===== config.mk =====
export PLATFORM = sky130hd
export DESIGN_NAME = hit_judge_multi
export DESIGN_NICKNAME = d
export VERILOG_FILES = /design/src/rtl/hit_judge_multi.sv
export SDC_FILE = /design/constraint.sdc
export NUM_CORES = 1
export LEC_CHECK = 0
export CORE_UTILIZATION = 45
export DETAILED_ROUTE_END_ITERATION = 12
export GPL_ROUTABILITY_DRIVEN = 0
export HOLD_SLACK_MARGIN = 0.15
export PLACE_DENSITY = 0.68
export SKIP_CTS_REPAIR_TIMING = 1
export SKIP_LAST_GASP = 1
export SLEW_MARGIN = 5
export SYNTH_ARGS = -nofsm -noshare
export SYNTH_HDL_FRONTEND = slang
export SYNTH_SLANG_ARGS = --single-unit

===== constraint.sdc =====
create_clock -name clk -period 2.75 [get_ports clk]
set_input_delay 0.55 -clock clk [delete_from_list [all_inputs] [get_ports clk]]
set_output_delay 0.55 -clock clk [all_outputs]
set_load 0.02 [all_outputs]

===== src/rtl/hit_judge_multi.sv =====
// hit_judge_multi: latches a target on start, times the response window and judges the first switch toggle
module hit_judge_multi #(
  parameter int N = 8,
  parameter int WINDOW = 100000000,
  parameter int MIN_REACT = 10,
  parameter int SCORE_W = 16,
  parameter int CW = $clog2(WINDOW + 1)
) (
  input  logic               clk,
  input  logic               rst,
  input  logic               start,
  input  logic [N-1:0]       target,
  input  logic [N-1:0]       switch,
  output logic [N-1:0]       led_out,
  output logic               busy,
  output logic               hit,
  output logic               miss,
  output logic               timeout,
  output logic               false_start,
  output logic [CW-1:0]      reaction,
  output logic [SCORE_W-1:0] hit_count,
  output logic [SCORE_W-1:0] miss_count
);
  typedef enum logic {IDLE, ACTIVE} state_t;
  localparam logic [CW-1:0] WIN = CW'(WINDOW);
  state_t state;
  logic [CW-1:0] cnt;
  logic [N-1:0] tgt, sw_prev, chg;
  logic primed, toggled, good;
  assign chg = switch ^ sw_prev;
  assign toggled = primed && (chg != '0);
  assign good = (chg == tgt) && (32'(cnt) >= MIN_REACT);
  // sw_prev is meaningless until the first post-reset edge, so primed blocks any verdict there
  always_ff @(posedge clk or negedge rst) begin
    if (!rst) begin
      state <= IDLE;
      cnt <= '0;
      tgt <= '0;
      sw_prev <= '0;
      primed <= 1'b0;
      led_out <= '0;
      busy <= 1'b0;
      hit <= 1'b0;
      miss <= 1'b0;
      timeout <= 1'b0;
      false_start <= 1'b0;
      reaction <= '0;
      hit_count <= '0;
      miss_count <= '0;
    end else begin
      sw_prev <= switch;
      primed <= 1'b1;
      hit <= 1'b0;
      miss <= 1'b0;
      timeout <= 1'b0;
      false_start <= 1'b0;
      if (state == IDLE) begin
        if (toggled) begin
          miss <= 1'b1;
          false_start <= 1'b1;
          if (~&miss_count) miss_count <= miss_count + SCORE_W'(1);
        end else if (primed && start) begin
          state <= ACTIVE;
          tgt <= target;
          cnt <= CW'(1);
          led_out <= target;
          busy <= 1'b1;
        end
      end else if (toggled || cnt == WIN) begin
        state <= IDLE;
        cnt <= '0;
        led_out <= '0;
        busy <= 1'b0;
        reaction <= cnt;
        hit <= toggled && good;
        miss <= !(toggled && good);
        timeout <= !toggled;
        if (toggled && good) begin
          if (~&hit_count) hit_count <= hit_count + SCORE_W'(1);
        end else if (~&miss_count) miss_count <= miss_count + SCORE_W'(1);
      end else cnt <= cnt + CW'(1);
    end
  end
endmodule

After elaboration in Yosys (flattened, before gate mapping) --
Cells that the tools add are included.
Word-level totals: bits of input ports 19, register bits after elaboration 117, word-level logic and storage cells 74
Operators by class: reduce and logical (&&, ||, !) cells 18, multiplexer cells 29, order comparisons 1, add/sub/neg operators 3, equal/unequal tests 5, bitwise logic cells 4
Operators by type and width (count):
- 27-bit 2-to-1 mux | 4
- 16-bit 2-to-1 mux | 5
- 16-bit by 1-bit adder with 16-bit output (second input constant) | 2
- 8-bit 2-to-1 mux | 4
- 16-bit AND reduction | 2
- 27-bit by 1-bit adder with 27-bit output (second input constant) | 1
- 27-bit equality test (second input constant) | 1
- 27-bit by 4-bit >= comparator with 1-bit output (second input constant) | 1
- 1-bit 2-to-1 mux | 16
- 3-bit AND reduction | 3
- 8-bit equality test | 1
- 8-bit nonzero test | 1
- 8-bit XOR | 1
- 1-bit logical AND | 4
- 2-bit != test (second input constant) | 2
- 2-bit AND reduction | 2
- 4-bit AND reduction | 1
- 2-bit nonzero test | 2
- 1-bit inverter | 3
- 1-bit logical NOT | 2
- 2-bit by 1-bit != test with 1-bit output (second input constant) | 1
- 1-bit logical OR | 1

Logic depth before layout (Yosys ltp) --
Gate-level depths: netlist (run 1).
depth in word-level cells 7, gate-level depth with buffers 10, gate-level depth less buffers 8

Worst setup path after synthesis (run 1) --
OpenSTA, ideal clock, no wires.
kind input to register, start input switch[2], end register hit_count[12], setup slack 198 ps, cell stages on the path 7, required time 2623 ps, arrival 2425 ps, cell sequence xnor3_1 nand4_1 or4b_4 or4b_1 buf_6 nor2_2 mux2_1
On the way: cells in the longest elaborated chain, start to end 5, elaborated cells on any way between the ends 8
RTL lines:
- from (decl) | line 13 | input logic [N-1:0] switch,
- 8-bit XOR * | line 30 | assign chg = switch ^ sw_prev;
- 8-bit equality test or 8-bit nonzero test (tied branches) | line 32, 31
- 1-bit logical AND (on tied branches) | line 32, 31
- 1-bit logical AND or 1-bit logical OR (tied branches) | line 78, 69
- 4-bit AND reduction (no line) *
- to (signal assigned) | line 79 | if (~&hit_count) hit_count <= hit_count + SCORE_W'(1);
- to (decl) | line 21 | output logic [SCORE_W-1:0] hit_count,
Every way passes the cells marked *; elsewhere a longest branch is shown, timed or not. A chain may end at the register's enable or synchronous reset.

Final worst setup path (run 1) --
start input switch[4], end register miss_count[15]
On the way: cells in the longest elaborated chain, start to end 6, elaborated cells on any way between the ends 11
RTL lines:
- 8-bit XOR * | line 30
- 8-bit equality test or 8-bit nonzero test (tied branches) | line 32, 31
- 1-bit logical AND (on tied branches) | line 32, 31
- 1-bit logical AND or 1-bit logical OR (tied branches) | line 78, 69
- 2-bit != test (no line) or 2-bit by 1-bit != test with 1-bit output (tied branches)
- 3-bit AND reduction (no line) *
- to (signal assigned) | line 61 | if (~&miss_count) miss_count <= miss_count + SCORE_W'(1);
- to (signal assigned) | line 80 | end else if (~&miss_count) miss_count <= miss_count + SCORE_W'(1);
- to (decl) | line 22 | output logic [SCORE_W-1:0] miss_count
Marks and branches as above.

==> metrics.cfg, run 1 <==
[outcome]
status = completed

[clock_network]
cts_tree = built
root_buffer = clkbuf_16
path_clk_slew_ns = 0.05
cts_buffer_depth = 2
htree_levels = 4
worstSkewPairLatency_ns = 0.41
numCtsBuffers = 17
clock-sinks = 117

[grt]
grt_max_degree = 64
track_usage_pct = 21.1
grt_overflow = 0
grt_pass1_vias = 4135
grt_pass1_wl_mm = 20.9
antenna_found_initial = 0

[logic_synthesis]
ys_async_sr_fraction_pct = 100
yosys_register_bits = 117
synth_largest_area_cell = dfrtp_1
synth_area_mm2 = 0.00552
syn_nets = 504
synth_edf_count = 0
ys_types = 49
netlist_instances = 480
synth_warnings = 0
synthTopCellsByArea = dfrtp_1 53%, xnor2_1 6.7%, mux2_2 5.3%
postSynthAreaPerCell_um2 = 11.5
seq_area_frac_synth_pct = 53.1
ys.flop_type = dfrtp_1
netlist.area_leader.share_pct = 53.1

[final_layout]
regArea_mm2 = 0.00293
fin_nets = 641
final_cells = 771
multi_input_area_mm2 = 0.00247
antenna_cells = 0
drive_gt1_share_pct = 17.8
n_fill_cell = 1002
area_delta_synth_final_pct = 34.0
finish.utilization_pct = 61.8

[setup_path]
worst-path-buf-inv = 2
path_cells = clkdlybuf4s50_1 -> xnor3_1 -> nand4_1 -> or4b_4 -> or4b_1 -> buf_4 -> nand4b_1 -> mux2_1
cp_max_fo = 7
cp.required_ns = 3.03
end_kind = register
critical-path-top-delay-family = simple AND/OR/NAND/NOR gates
slowest_delay_ns = 0.50
critical_path.startpoint_type = primary input
critical_path_class = in -> reg
arrival_ns = 2.96
r2r_start = sw_prev[2]
critPathSlowestCell = or4b_4
startpoint = switch[4]

[floorplanning]
die_h_um = 113
num_rows = 40
die-area_mm2 = 0.0127
ioPinCount = 91
initial_core_util_pct = 46.1
die_x_um = 113
core_mm2 = 0.0120

[sta]
tightestPinTransition_ns = 0.552
finalHoldViolations = 0
setup_violations = 0
whs_ns = 0.466
report.final.slew_viol_count = 0
clock_skew_ns = 0.00601
slew_headroom_pct = 63.1
fin_crit_ns = 2.68
fin_crit_sh_pct = 97.4
fmax_mhz = 373

[routing]
viasPerCell = 5.45
drt_iter0_drc = 286
wl_per_cell_um = 16.0
wl_mm = 12.3
dr.pass1.iters = 4
ant_nets = 0
via_count = 4202
route.detailed.drc = 0

[worst_hold_path]
worst_hold_path_type = in -> reg
hp-start = switch[2]

[pwr]
ir_drop_mv = 0.403
p_leak_nw = 3.31
power_w = 0.00426
p_per_area_mw_per_mm2 = 577

[placement]
dp_cells = 741
io_buffer_count = 90
post-dp-hpwl_mm = 8.88

[flow_run]
maxCapViolCount = 0

where the power goes:
| group | leakage [nW] | internal, W | switching, W | total [W] |
|---|---|---|---|---|
| clock network | 0.232 | 0.00116 | 0.000672 | 0.00183 |
| registers | 1.58 | 0.00181 | 0.000108 | 0.00192 |
| logic | 1.50 | 0.000263 | 0.000246 | 0.000509 |
path summary, 6_finish.rpt:
check | depth (start not counted) | to | slack (ns)
hold / removal | 2 | sw_prev[2] | 0.47
max in group asynchronous | 3 | reaction[4] | 1.45
setup reg to reg | 7 | miss_count[15] | 0.15
min in group asynchronous | 2 | hit_count[5] | 0.60
hold reg to reg | 2 | reaction[12] | 0.48
setup / recovery | 8 | miss_count[15] | 0.07
layout by cell type (no fill, tap or decap), types with 3 or more instances in the layout:
cell type and n:
nor4_1 11, xor2_1 16, mux2_2 26, nand4b_1 5
a22o_1 7, nor2_1 38, nor4b_1 3, buf_4 40
clkbuf_1 7, mux2_1 10, xnor3_1 6, nand3_2 8
or4_1 3, nor3b_1 4, nand3_1 24, clkbuf_16 17
dfrtp_1 117, nand2_1 33, nor3_1 20, nand4_1 24
xnor2_1 42, clkdlybuf4s50_1 88, buf_12 4, and4_1 4
and3_1 10, o21ai_0 8, ha_1 5, inv_1 7
and2_1 4
metrics by stage:
step	area, um2	setup TNS [ns]	setup WS [ns]
finish	7390	0	0.0713
detailed placement	6850	-20.86	-0.440
CTS	7330	0	0.00317
floorplan	5520	0	0.198
global placement	6850	-15.88	-0.345
global route	7390	-0.0129	-0.00708
worst reg2reg max path, delay by kind of cell, from the launching register on:
| family | cells | cell delay [ns] |
|---|---|---|
| simple gates | 4 | 1.20 |
| flops | 1 | 0.39 |
| xor+xnor | 1 | 0.38 |
| mux | 1 | 0.33 |
| buf+inv | 1 | 0.18 |
kinds of logic (layout without fill, tap and decap cells):
family,count (synthesis),in the layout,share of synthesized area [%]
other,1,1,0.0680
adder cells (fa/ha/maj),5,5,1.13
AO/OA/AOI/OAI,25,25,3.15
buffers and inverters,26,170,2.38
flip-flops,117,117,53.1
XOR/XNOR,65,65,11.8
multiplexers,36,36,7.35
AND/OR/NAND/NOR,205,205,21.0
metal layers:
layer	up-vias	wire length, um	GRT usage [%]
met3	11	499	5.95
met4	0	125	6.84
met5	-	0	0
met1	2115	5600	28.3
li1	1973	-	-
met2	103	6110	33.3
synth_stat cells (all sizes together) (3+ instances only):
master and n:
dfrtp 117, nor4 12, a22o 7, xor2 17, ha 5, nand2 34
clkbuf 9, or4 4, inv 9, nand4 26, mux2 36, xnor2 42
and3 10, xnor3 6, nor3b 4, o21ai 11, nor2 39, nor4b 3
nand3 32, and2 4, nand4b 5, nor3 20, and4 4, buf 8
sequential cells by signal, indices dropped and copies added (netlist names), 8 cells and up:
name	flops
cnt	27
reaction	27
hit_count	16
miss_count	16
led_out	8
sw_prev	8
tgt	8
area by class of cell:
cell class / instances / area share (%)
multi-input combinational: 337 / 33.4
sequential: 117 / 39.6
timing repair buffer: 135 / 17.5
inverter: 9 / 0.457
tap: 147 / 2.49
clock buffer: 26 / 6.48
Power figures use the tool's default switching activity.
==> run 2, diff against run 1 <==
- ABC_AREA: default -> 1
- PLACE_DENSITY: 0.68 -> 0.67
==> run 2 against run 1 <==
Against the previous run: final cell count rose by 44%; critical path depth rose by 2; worst setup slack improved by 0.40 ns; clock skew rose by 0.0045 ns; global-route usage rose by 2.2 points; worst hold slack got worse by 0.31 ns; sequential power barely moved; non-clock buffer count fell by 32; maximum frequency rose by 18%.
==> metrics.cfg, run 2 <==
[final_layout]
fin_nets = 944
drive_gt1_share_pct = 6.33
final_cell_mix = 242 x nand2_1, 117 x dfrtp_1, 89 x clkdlybuf4s50_1
final_cells = 1108
antenna_cells = 0
layout_commonest_cell = nand2_1
finalInstanceArea_mm2 = 0.00799
top_regs = cnt x27, reaction x27
area_delta_synth_final_pct = 26.5

[logic_synthesis]
yosys_register_bits = 117
netlist.area_leader.share_pct = 46.4
synthTopCellsByArea = dfrtp_1 46%, nand2_1 14%, nand3_1 5.4%
synth.most_common_cell = nand2_1
seq_area_frac_synth_pct = 46.4
postSynthAreaPerCell_um2 = 7.66
netlist_top_cells_count = 242 x nand2_1, 117 x dfrtp_1, 87 x inv_1, 68 x nand3_1, 67 x nor2_1
synth_largest_area_cell = dfrtp_1
synth_area_mm2 = 0.00632
syn_nets = 849
ys_async_sr_fraction_pct = 100
ys_types = 30
synth_warnings = 0
ys.flop_type = dfrtp_1
synth_edf_count = 0
netlist_instances = 825

[setup_path]
startpoint = switch[5]
cp_common_cell = nand2_1
path_cells = clkdlybuf4s50_1 -> nand2_1 -> nand2_1 -> nand2_1 -> nor2_1 -> nand2_1 -> nand2_2 -> a21oi_1 -> inv_1 -> o21ai_0
reg2reg_depth = 11
r2r_setup_slack_ns = 0.48
end_kind = register
critPathSlowestCell = inv_1
cp.required_ns = 3.00
critical-path-top-delay-family = buffers and inverters
critical_path_class = in -> reg
arrival_ns = 2.53
r2r_start = cnt[1]
cp_num_cells = 10
r2r-end = miss_count[2]
slowest_delay_ns = 0.53
cp_max_fo = 25
worst-path-buf-inv = 2
critical_path.startpoint_type = primary input
critPathCapture = cnt[12]

[clock_network]
htree_levels = 4
clock-sinks = 117
cts_buffer_depth = 2
numCtsBuffers = 17
worstSkewPairLatency_ns = 0.42
root_buffer = clkbuf_16
cts_tree = built
path_clk_slew_ns = 0.05

[routing]
route.detailed.drc = 0
via_count = 5650
ant_nets = 0
drt_iter0_drc = 341
wl_mm = 15.4
dr.pass1.iters = 5
viasPerCell = 5.10
wl_per_cell_um = 13.9

[sta]
fin_crit_ns = 2.28
tns_ns = 0
finalHoldViolations = 0
whs_ns = 0.154
tightestPinTransition_ns = 0.688
fin_crit_sh_pct = 82.8
fmax_mhz = 439
rsz0062_at_grt = no
report.final.slew_viol_count = 0
slew_headroom_pct = 54.1
setup_violations = 0
clock_skew_ns = 0.0105

[floorplanning]
die_x_um = 120
die-area_mm2 = 0.0145
die_h_um = 120
ioPinCount = 91
num_rows = 42
initial_core_util_pct = 46.9
core_mm2 = 0.0135

[grt]
antenna_found_initial = 0
grt_pass1_vias = 5410
grt_overflow = 0
track_usage_pct = 23.3
grt_max_degree = 48
grt_pass1_wl_mm = 26.4

[worst_hold_path]
worst_hold_path_type = in -> async

[outcome]
status = completed

[placement]
place_area_mm2 = 0.00743
io_buffer_count = 90
post-dp-hpwl_mm = 11.1
dp_cells = 1077

[pwr]
ir_drop_mv = 0.387
power_w = 0.00473
p_leak_nw = 3.79
p_per_area_mw_per_mm2 = 592

[flow_run]
maxCapViolCount = 0

[run 2: cell count changes in the layout (fill, tap and decap cells not counted), sizes merged, moves of 10 or more]
cell   change
nand2    +211
inv       +83
o21ai     +55
nand3     +38
mux2      -36
buf       -31
nor2      +30
xnor2     -28
xor2      +20
nand4     +19
nor4      -12
and3      -10
[run 2: metal layers]
layer / wire length (um) / share of wire [%] / vias to the layer above / GRT usage [%]
li1: - / - / 2852 / -
met1: 7350 / 48 / 2638 / 31.8
met2: 7090 / 46 / 133 / 36.1
met3: 647 / 4.2 / 27 / 4.91
met4: 325 / 2.1 / 0 / 9.34
met5: 0 / 0 / - / 0
[run 2: through the flow]
stage | setup WS [ns] | util (%)
floorplan | 0.803 | -
global placement | 0.207 | 55.3
detailed placement | 0.105 | 55.3
CTS | 0.507 | 59.4
global route | 0.186 | 59.4
finish | 0.472 | 59.4
[run 2: worst register-to-register path, cell delays in order (launching register included)]
cell,delay (ns)
dfrtp_1,0.44
inv_1,0.12
ha_1,0.15
inv_1,0.04
nor2_1,0.11
nand4_1,0.10
nor2_1,0.13
nand2_2,0.11
o21ai_4,0.47
nand3_4,0.31
nand2_1,0.14
nand2_1,0.05
[run 2: cells by family (layout without fill, tap and decap cells)]
group | count (synthesis) | in the layout | share of synthesized area (%)
other | 1 | 1 | 0.0594
and+or+nand+nor | 461 | 461 | 32.1
buffers and inverters | 119 | 226 | 7.61
DFF | 117 | 117 | 46.4
adders and majority gates | 5 | 5 | 0.990
xor gates and xnor gates | 51 | 51 | 7.07
AOI/OAI and AO/OA | 71 | 71 | 5.80
[run 2: final cells by class]
class	count	area (um2)
clock buffers	20	447
clock inverters	11	110
fillers	1247	5460
inverters	92	345
multi-input cells	589	2910
flip-flops and latches	117	2930
well taps	176	220
repair buffers	103	1030
[run 2: worst min-delay path by stage]
stage          startpoint      endpoint  slack [ns]
2_1_floorplan         rst          busy        0.25
3_3_place_gp         busy          busy        0.46
3_5_place_dp         busy          busy        0.47
4_1_cts               rst        cnt[5]        0.17
5_1_grt               rst  reaction[16]        0.20
6_report              rst  reaction[16]        0.15
[run 2: power breakdown]
part / switching [W] / internal (W) / total, W
combinational: 0.000389 / 0.000306 / 0.000695
clock: 0.000758 / 0.00134 / 0.00209
sequential: 0.000101 / 0.00184 / 0.00194
total: 0.00125 / 0.00348 / 0.00473
==> run 3, diff against run 2 <==
- clock period: 2.75 -> 2.1 ns (I/O delays scaled with it)
==> run 3 against run 2 <==
Against the previous run: critical path depth shrank 9; sequential power up 31%; combinational power up 35%; global-route usage rose by 0.054 points; worst setup slack got worse by 0.37 ns; count of clock-buffer cells in the layout shrank 1; critical endpoint is now miss_count[12]; largest power group unchanged.
==> metrics.cfg, run 3 (synthesis results as in run 2) <==
[final_layout]
area_delta_synth_final_pct = 30.3
regArea_mm2 = 0.00293
layout_commonest_cell = nand2_1
finalInstanceArea_mm2 = 0.00823
final_cells = 1125
final_cell_mix = 241 x nand2_1, 117 x dfrtp_1, 89 x clkdlybuf4s50_1
n_fill_cell = 1270
antenna_cells = 0
top_regs = cnt x27, reaction x27
multi_input_area_mm2 = 0.00292
drive_gt1_share_pct = 8.22
fin_nets = 960

[setup_path]
critical-path-top-delay-family = buffers and inverters
critical_path_class = reg -> out
arrival_ns = 1.57
slowest_delay_ns = 0.67
critPathSlowestCell = clkdlybuf4s50_1
cp_max_fo = 7
cp.required_ns = 1.68
path_cells = clkdlybuf4s50_1
end_kind = output pin
worst-path-buf-inv = 1
critical_path.startpoint_type = register

[routing]
viasPerCell = 5.06
wl_mm = 15.6
ant_nets = 0
dr.pass1.iters = 4
wl_per_cell_um = 13.9
drt_iter0_drc = 286
route.detailed.drc = 0
via_count = 5688

[floorplanning]
die-area_mm2 = 0.0145
core_mm2 = 0.0135
die_h_um = 120
die_x_um = 120
num_rows = 42
ioPinCount = 91
initial_core_util_pct = 46.9

[clock_network]
numCtsBuffers = 17
cts_tree = built
root_buffer = clkbuf_16
htree_levels = 4
worstSkewPairLatency_ns = 0.42
clock-sinks = 117
cts_buffer_depth = 2
path_clk_slew_ns = 0.06

[flow_run]
maxCapViolCount = 0

[pwr]
power_frac_clock_pct = 45.9
p_sw_w = 0.00171
power_w = 0.00643
pwr-share-seq_pct = 39.6
internal_power_w = 0.00472
combinationalPowerShare_pct = 14.6
p_per_area_mw_per_mm2 = 782
ir_drop_mv = 0.534
switching_share_pct = 26.6
p_leak_nw = 3.89

[grt]
grt_overflow = 0
grt_max_degree = 55
grt_pass1_vias = 5515
grt_pass1_wl_mm = 26.6
track_usage_pct = 23.3
antenna_found_initial = 0

[placement]
post-dp-hpwl_mm = 11.4
dp_cells = 1092
io_buffer_count = 90
place_area_mm2 = 0.00761

[sta]
clock_skew_ns = 0.0104
fmax_mhz = 501
rsz0062_at_grt = yes
report.final.slew_viol_count = 0
finalHoldViolations = 0
setup_violations = 0
whs_ns = 0.410
fin_crit_sh_pct = 95.0
fin_crit_ns = 1.99

[worst_hold_path]
worst_hold_path_type = in -> async

[outcome]
status = completed

-- run 3: cell count changes in the layout (fill, tap and decap cells not counted), moves of 2 or more --
| cell | change |
|---|---|
| buf_12 | +5 |
| buf_4 | +10 |
| clkinv_2 | -3 |
| clkinv_4 | +2 |
| clkinvlp_4 | +2 |
-- run 3: worst paths after layout --
| path | start | slack [ns] | cells past startpoint | to |
|---|---|---|---|---|
| worst max-delay path | miss_count[12] | 0.11 | 1 | miss_count[12] |
| worst min-delay path | rst | 0.41 | 2 | reaction[6] |
| worst max register to register | cnt[1] | 0.18 | 11 | miss_count[15] |
| worst min register to register | busy | 0.48 | 2 | busy |
| max in group asynchronous | rst | 1.13 | 3 | miss_count[9] |
| min in group clk | busy | 0.48 | 2 | busy |
-- run 3: power groups by stage --
stage               registers (W)  clock network [W]  logic [W]
floorplan                 0.00272                  0   0.000311
global placement          0.00258                  0   0.000923
detailed placement        0.00258                  0   0.000943
CTS                       0.00255            0.00299   0.000946
global route              0.00257            0.00310    0.00103
finish                    0.00255            0.00295   0.000936
-- run 3: final cells by class --
class / count / share of cell area [%]
well taps: 176 / 2.68
repair buffers: 119 / 14.8
multi-input cells: 589 / 35.4
clock inverters: 13 / 1.92
flip-flops and latches: 117 / 35.6
clock buffers: 19 / 5.38
inverters: 92 / 4.20
-- run 3: stage by stage --
step	setup slack, ns	TNS, ns	util [%]
finish	0.105	0	61.2
detailed placement	-0.172	-8.68	56.6
floorplan	0.153	0	-
global placement	-0.0864	-4.67	56.6
CTS	0.102	0	61.0
global route	-0.0226	-0.126	61.2
-- run 3: routing by layer --
| metal | global-route usage (%) | share of wire [%] | wire length [um] | vias up |
|---|---|---|---|---|
| li1 | - | - | - | 2897 |
| met1 | 32.0 | 48 | 7440 | 2637 |
| met2 | 36.2 | 46 | 7160 | 126 |
| met3 | 4.48 | 4.5 | 699 | 28 |
| met4 | 9.41 | 1.9 | 292 | 0 |
| met5 | 0 | 0 | 0 | - |
